$ cat config.mk
export PLATFORM = sky130hd
export DESIGN_NAME = lfm_pulse_seq
export DESIGN_NICKNAME = d
export VERILOG_FILES = /design/src/rtl/lfm_pulse_seq.sv
export SDC_FILE = /design/constraint.sdc
export NUM_CORES = 1
export LEC_CHECK = 0
export ABC_CLOCK_PERIOD_IN_PS = 2700
export BUFFER_PORTS_ARGS = -buffer_cell sky130_fd_sc_hd__buf_2
export CAP_MARGIN = 20
export CORE_MARGIN = 8
export CORE_UTILIZATION = 50
export DETAILED_ROUTE_END_ITERATION = 6
export PLACE_DENSITY = 0.74
export SLEW_MARGIN = 20
export SYNTH_ARGS = -nofsm -noshare
export SYNTH_HDL_FRONTEND = slang
export SYNTH_SLANG_ARGS = --single-unit
$ cat constraint.sdc
create_clock -name CLK -period 2.7 [get_ports CLK]
set_input_delay 0.54 -clock CLK [delete_from_list [all_inputs] [get_ports CLK]]
set_output_delay 0.54 -clock CLK [all_outputs]
set_load 0.01 [all_outputs]
$ cat src/rtl/lfm_pulse_seq.sv
// LFM DDS pulse sequencer: per-burst config, start/stop strobe trains gated by output-register READY.
// Optional watchdog on READY waits is compiled in with `define LFM_SEQ_WDOG_EN.
module lfm_pulse_seq #(
  parameter int CNT_W       = 16,
  parameter int NUM_W       = 8,
  parameter int WDOG_CYCLES = 64
) (
  input  logic             CLK,
  input  logic             RESET,
  input  logic             CFG_VALID,
  output logic             CFG_READY,
  input  logic [CNT_W-1:0] CFG_DURATION,
  input  logic [CNT_W-1:0] CFG_PERIOD,
  input  logic [NUM_W-1:0] CFG_NUM,
  input  logic             ABORT,
  input  logic             OREG_READY,
  output logic             SIGN_START_CALC,
  output logic             SIGN_STOP_CALC,
  output logic             BUSY,
  output logic [NUM_W-1:0] PULSE_IDX,
  output logic             DONE,
  output logic             ERROR
);

  typedef enum logic [2:0] {
    S_IDLE, S_WAIT_RDY, S_START, S_ACTIVE, S_DRAIN, S_GAP, S_FINISH
  } state_t;

  state_t           state, state_n;
  logic [CNT_W-1:0] dur_q, per_q, cnt, dur_eff;
  logic [NUM_W-1:0] num_q, idx;
  logic             abort_pend, accept, stop_hit, gap_go, wd_trip;

  assign accept   = CFG_VALID && CFG_READY;
  assign dur_eff  = (dur_q == '0) ? CNT_W'(1) : dur_q;
  assign stop_hit = (state == S_ACTIVE) && ((cnt == dur_eff) || abort_pend);
  // Leave GAP two cycles early so WAIT_RDY -> START lands exactly on t0+PERIOD.
  assign gap_go   = ({1'b0, cnt} + (CNT_W+1)'(2)) >= {1'b0, per_q};

`ifdef LFM_SEQ_WDOG_EN
  localparam int WD_W = $clog2(WDOG_CYCLES + 1);
  localparam logic [WD_W-1:0] WD_LIM = WD_W'(WDOG_CYCLES - 1);
  logic [WD_W-1:0] wd;
  logic            err;

  assign wd_trip = ((state == S_WAIT_RDY) || (state == S_DRAIN)) && !OREG_READY && (wd == WD_LIM);

  always_ff @(posedge CLK) begin
    if (RESET) begin
      wd  <= '0;
      err <= 1'b0;
    end else begin
      if (((state == S_WAIT_RDY) || (state == S_DRAIN)) && !OREG_READY) wd <= wd + WD_W'(1);
      else                                                              wd <= '0;
      if (wd_trip)     err <= 1'b1;
      else if (accept) err <= 1'b0;
    end
  end
  assign ERROR = err;
`else
  logic wdog_unused;
  assign wdog_unused = (WDOG_CYCLES != 0);
  assign wd_trip     = 1'b0;
  assign ERROR       = 1'b0;
`endif

  always_comb begin
    state_n = state;
    case (state)
      S_IDLE:     if (accept) state_n = (CFG_NUM == '0) ? S_FINISH : S_WAIT_RDY;
      S_WAIT_RDY: if (ABORT) state_n = S_FINISH;
                  else if (OREG_READY) state_n = S_START;
      S_START:    state_n = S_ACTIVE;
      S_ACTIVE:   if (stop_hit) state_n = S_DRAIN;
      S_DRAIN:    if (OREG_READY) state_n = (abort_pend || ABORT) ? S_FINISH : S_GAP;
      S_GAP:      if (ABORT || (idx == num_q)) state_n = S_FINISH;
                  else if (gap_go) state_n = S_WAIT_RDY;
      S_FINISH:   state_n = S_IDLE;
      default:    state_n = S_IDLE;
    endcase
    if (wd_trip) state_n = S_IDLE;
  end

  always_ff @(posedge CLK) begin
    if (RESET) begin
      state      <= S_IDLE;
      dur_q      <= '0;
      per_q      <= '0;
      num_q      <= '0;
      idx        <= '0;
      cnt        <= '0;
      abort_pend <= 1'b0;
    end else begin
      state <= state_n;
      if (accept) begin
        dur_q      <= CFG_DURATION;
        per_q      <= CFG_PERIOD;
        num_q      <= CFG_NUM;
        idx        <= '0;
        abort_pend <= 1'b0;
      end else begin
        if (stop_hit && (idx != num_q)) idx <= idx + NUM_W'(1);
        if (ABORT && ((state == S_START) || (state == S_ACTIVE) || (state == S_DRAIN)))
          abort_pend <= 1'b1;
      end
      // Period counter: zero during the start cycle, saturates instead of wrapping.
      if (state_n == S_START) cnt <= '0;
      else if (cnt != '1)     cnt <= cnt + CNT_W'(1);
    end
  end

  assign CFG_READY       = (state == S_IDLE) && !RESET;
  assign SIGN_START_CALC = (state == S_START) && !RESET;
  assign SIGN_STOP_CALC  = stop_hit && !RESET;
  assign DONE            = (state == S_FINISH) && !RESET;
  assign BUSY            = (state != S_IDLE);
  assign PULSE_IDX       = idx;

endmodule

# Word-level counts from Yosys, hierarchy flattened
# Cells that the tools add are included.
[word_totals]
regBits = 68
inputBits = 45
out_inout_bits = 14
elab_cells = 53
[op_classes]
addsub = 3
magnitude_cmp = 1
eq_ne = 11
muxes = 11
reduce_logical = 20
[op_table]
columns = ["cell", "count"]
rows = [
  ["3-bit two-way mux", 8],
  ["3-bit case mux with 6 select lines", 1],
  ["16-bit by 2-bit adder with 17-bit output (second input constant)", 1],
  ["17-bit by 16-bit greater-or-equal comparator with 1-bit output", 1],
  ["16-bit by 1-bit adder with 16-bit output (second input constant)", 1],
  ["16-bit == test", 1],
  ["16-bit zero test", 1],
  ["16-bit two-way mux", 1],
  ["16-bit inequality test (second input constant)", 1],
  ["3-bit by 2-bit == test with 1-bit output (second input constant)", 3],
  ["3-bit == test (second input constant)", 3],
  ["8-bit by 1-bit adder with 8-bit output (second input constant)", 1],
  ["8-bit == test", 1],
  ["1-bit logical AND", 8],
  ["8-bit zero test", 1],
  ["8-bit inequality test", 1],
  ["1-bit logical OR", 5],
  ["2-bit OR reduction", 2],
  ["3-bit by 1-bit == test with 1-bit output (second input constant)", 1],
  ["3-bit zero test", 1],
  ["3-bit nonzero test", 1],
  ["2-bit two-way mux", 1],
  ["1-bit zero test", 1],
]

# Depth between registers and ports, before layout
[logic_depth]
depth_word = 9
ltp_mapped = 13
depth_no_buf = 12

# Worst setup path after synthesis
# OpenSTA, ideal clock, no wires.
[synth_path]
kind = "flip-flop to flip-flop"
start = "register cnt[1]"
end = "register cnt[3]"
setup_ns = 0.132
arrival_ns = 2.636
required_ns = 2.568
slack_ns = -0.068
path_stages_with_launch = 14
n_path_buf = 1
period_less_slack_ns = 2.768
path_cell_list = "dfxtp_1 > ha_1 > nand3_1 > nor4_2 > nand3_1 > nor2_1 > xor2_1 > ha_1 > nor2_1 > o21ai_1 > o221ai_2 > nor4_4 > buf_6 > nor3_1"
[synth_via]
elab_chain_cells = 7
elab_cells_between_ends = 13
cone_classes = "2 x add/sub; 1 x order compare; 3 x eq/ne; 4 x mux; 3 x reduce/logical"
[synth_rtl]
columns = ["element", "line", "text"]
rows = [
  ["start, declared", "30", "logic [CNT_W-1:0] dur_q, per_q, cnt, dur_eff;"],
  ["start signal, assigned", "108", "else if (cnt != '1) cnt <= cnt + CNT_W'(1);"],
  ["16-bit by 2-bit adder with 17-bit output / 16-bit == test (equally long branches)", "38, 36", ""],
  ["17-bit by 16-bit greater-or-equal comparator with 1-bit output / 1-bit logical OR (equally long branches)", "38, 36", ""],
  ["3-bit two-way mux / 1-bit logical AND (equally long branches)", "77, 36", ""],
  ["3-bit two-way mux (on tied branches)", "76, 74", ""],
  ["3-bit case mux with 6 select lines", "69", "case (state)"],
  ["3-bit by 2-bit == test with 1-bit output", "107", "if (state_n == S_START) cnt <= '0;"],
  ["2-bit OR reduction (no source line)", "n/a", ""],
]
# Parallel ways exist; a longest one is shown, timed or not.
# A chain may end at the register's enable or synchronous reset.

# Worst setup path after layout
[layout_path]
start = "register cnt[5]"
end = "output port SIGN_STOP_CALC"
[layout_via]
elab_chain_cells = 4
[layout_rtl]
columns = ["element", "line", "text"]
rows = [
  ["16-bit == test", "36", "assign stop_hit = (state == S_ACTIVE) && ((cnt == dur_eff) || abort_pend);"],
  ["1-bit logical OR", "36", ""],
  ["1-bit logical AND", "36", ""],
  ["1-bit logical AND", "114", "assign SIGN_STOP_CALC = stop_hit && !RESET;"],
  ["end, declared", "18", "output logic SIGN_STOP_CALC,"],
]
# Every way passes these cells.

==> impl_metrics.json <==
{
  "status": "finished, final reports clean",
  "place_ws_ns": 0.167,
  "yosysUniqueCellTypes": 53,
  "drc": 0,
  "die_x_um": 105,
  "min-delay-start": "CFG_DURATION[4]",
  "syn2layout_area_growth_pct": 17.1,
  "maxSlewHeadroom_pct": 57.1,
  "setup_viol": 0,
  "setup.worst_path.start_class": "flop",
  "path_buf_inv": 2,
  "worstReg2RegEnd": "state[2]",
  "ys_seq_area_share_pct": 34.6,
  "synth_nets": 544,
  "wire_per_inst_um": 14.6,
  "async_flop_share_pct": 0,
  "ant_nets": 0,
  "reg2reg_slack_ns": 0.22,
  "htreeDepth": 3,
  "synth_largest_area_cell": "dfxtp_1",
  "r2r_cells": 12,
  "finalCriticalPeriod_ns": 2.57,
  "cts.sinks": 68,
  "hold_viol": 0,
  "via_per_inst": 5.36,
  "overflow": 0,
  "coreArea_sq_um": 7690,
  "synth_cells": 480,
  "whs_path_depth": 3,
  "numCtsBuffers": 9,
  "power.density_nw_per_um2": 636,
  "grtUsageTotal_pct": 17.4,
  "initial_utilization_pct": 51.2,
  "min_to": "dur_q[4]",
  "dr.pass1.iters": 7,
  "crit_required_ns": 2.16,
  "p_int_uw": 1950,
  "pin_count": 59,
  "pwr-share-comb_pct": 28.1,
  "report.final.slew_viol_count": 0,
  "detailroute.via_count": 3443,
  "grt_pass1_wl_um": 16200,
  "layout.nets": 599,
  "grt_pass1_vias": 3433,
  "cap_violations": 0,
  "clkLatencyLatePin_ns": 0.34,
  "min_path_type": "input pin to flop",
  "r2r_start": "cnt[1]",
  "cts_tree": "built",
  "synth_area_sq_um": 3940,
  "avgSynthCellArea_sq_um": 8.20,
  "worst_slew_pin_slew_ns": 0.644,
  "synth_ff_type": "dfxtp_1",
  "crit_path_max_incr_delay_ns": 0.35,
  "synth_warnings": 0,
  "crit_type": "flop to output port",
  "cts_root_buf": "clkbuf_8",
  "slowest_stage": "dfxtp_1",
  "placed_cells": 624,
  "period_share_pct": 95.1,
  "yosysMostFrequentCell": "nand2_1",
  "drive_gt1_share_pct": 22.2,
  "p_leak_uw": 0.00208,
  "antenna_cells": 0,
  "gp_congestion": 0.830,
  "synth_top_area_share_pct": 34.6,
  "cts_buffer_depth": 2,
  "routed_wl_um": 9400,
  "clk_pin_slew_worst_paths_ns": 0.08,
  "fp.dieH_um": 105,
  "hpwl_um": 6850,
  "fin_tns_setup_ns": 0,
  "swShare_pct": 33.6,
  "die_area_sq_um": 11000,
  "finish.utilization_pct": 60.0,
  "synth.area.top_cells": "dfxtp_1 (35%), nand2_1 (8.2%), xor2_1 (7.8%)",
  "critPathTopFamily": "simple AND/OR/NAND/NOR gates",
  "antenna_found_initial": 0,
  "power.share.clock_pct": 28.9,
  "total_power_uw": 2930,
  "p_switching_uw": 984,
  "io_buffers": 57,
  "arrival_ns": 2.03,
  "grt_max_degree": 64,
  "seqPwrFrac_pct": 43.0,
  "cp_max_fo": 4,
  "synth-edff-count": 0,
  "layoutNonFillerInstCount": 642,
  "ys_ff_latch": 68,
  "rsz0062_at_grt": "no",
  "finalWorstSetupSlack_ns": 0.131,
  "path_cells": "buf_4 -> xor2_1 -> nor4_2 -> nand4_1 -> o21ba_4 -> nor3_2 -> buf_2",
  "synthTopCellsByCount": "nand2_1 (86), dfxtp_1 (68), xor2_1 (35), nor2_1 (27), nand3b_1 (25)",
  "drt_first_iter_violations": 205,
  "fmax_mhz": 389,
  "ir_worst_vdd_mv": 0.373,
  "placementRows": 32,
  "end_kind": "output port",
  "fin_skew_ns": 0.00795
}
## metal layers
layer / up-vias / global-route usage (%) / part of all wire, %
met5: - / 0 / 0
met4: 0 / 4.99 / 0.96
met3: 8 / 4.67 / 4.5
met2: 82 / 27.1 / 45
met1: 1590 / 23.1 / 50
li1: 1763 / - / -
## cell families after synthesis
group | after synthesis | synth area share, %
XOR/XNOR | 47 | 10.8
flip-flops | 68 | 34.6
buffers and inverters | 56 | 6.93
other | 1 | 0.0952
adder cells (fa/ha/maj) | 19 | 6.04
multiplexers | 3 | 0.794
AND/OR/NAND/NOR | 222 | 29.4
AO/OA/AOI/OAI | 64 | 11.3
## final cells by class
| type | count | area (sq um) |
|---|---|---|
| repair buffers | 78 | 468 |
| flip-flops and latches | 68 | 1370 |
| inverters | 22 | 82.6 |
| well taps | 102 | 128 |
| clock inverters | 6 | 63.8 |
| fillers | 692 | 3080 |
| multi-input cells | 356 | 2360 |
| clock buffers | 10 | 138 |
## repair_timing
action	4_1_cts	5_1_grt
endpoints found under the setup margin	1	18
cloned	0	0
setup buffers	0	2
resized for setup	2	10
hold buffers	0	0
pin swaps	2	9
## cells in the final DEF (no fill, tap or decap), types with 6 or more instances in the layout
cell / n
dfxtp_1: 65
nand4_1: 7
o31ai_1: 20
ha_1: 18
xnor2_1: 10
nor4_1: 10
buf_4: 19
inv_1: 22
buf_2: 57
xor2_1: 35
nor2_1: 25
a21oi_1: 17
nor3_1: 23
o21ai_0: 6
nand2_1: 86
nand3b_1: 25
nand3_1: 10
clkbuf_8: 10
## power groups by stage
stage | Clock (uW) | Sequential, uW | Combinational, uW
finish | 848 | 1260 | 826
CTS | 870 | 1250 | 799
global route | 910 | 1270 | 925
global placement | 0 | 1270 | 761
floorplan | 0 | 1230 | 591
detailed placement | 0 | 1280 | 785
## sequential cells by signal, indices dropped and copies added (netlist names)
register    cells
PULSE_IDX       8
state           3
cnt            16
dur_q          16
per_q          16
abort_pend      1
num_q           8
## worst min-delay path, cell delays in order
cell and delay [ns]:
buf_2 0.07, nand2_1 0.04, nand2_1 0.04
## through the flow
stage / cell area [sq um] / hold WS [ns]
after floorplan: 3960 / 0.448
after global placement: 4350 / 0.464
after detailed placement: 4350 / 0.471
after CTS: 4560 / 0.357
after global routing: 4610 / 0.371
final: 4610 / 0.375
## worst max path at each step
stage          cells after the start        endpoint  slack (ns)     from
6_report                           7  SIGN_STOP_CALC        0.13   cnt[5]
5_1_grt                            7  SIGN_STOP_CALC       0.003  cnt[10]
4_1_cts                            7  SIGN_STOP_CALC        0.02   cnt[7]
3_5_place_dp                      13          cnt[2]        0.17   cnt[1]
3_3_place_gp                      13          cnt[2]        0.20   cnt[1]
2_1_floorplan                     13          cnt[3]        0.05   cnt[1]
No activity file was read; power rests on OpenSTA's default activity.
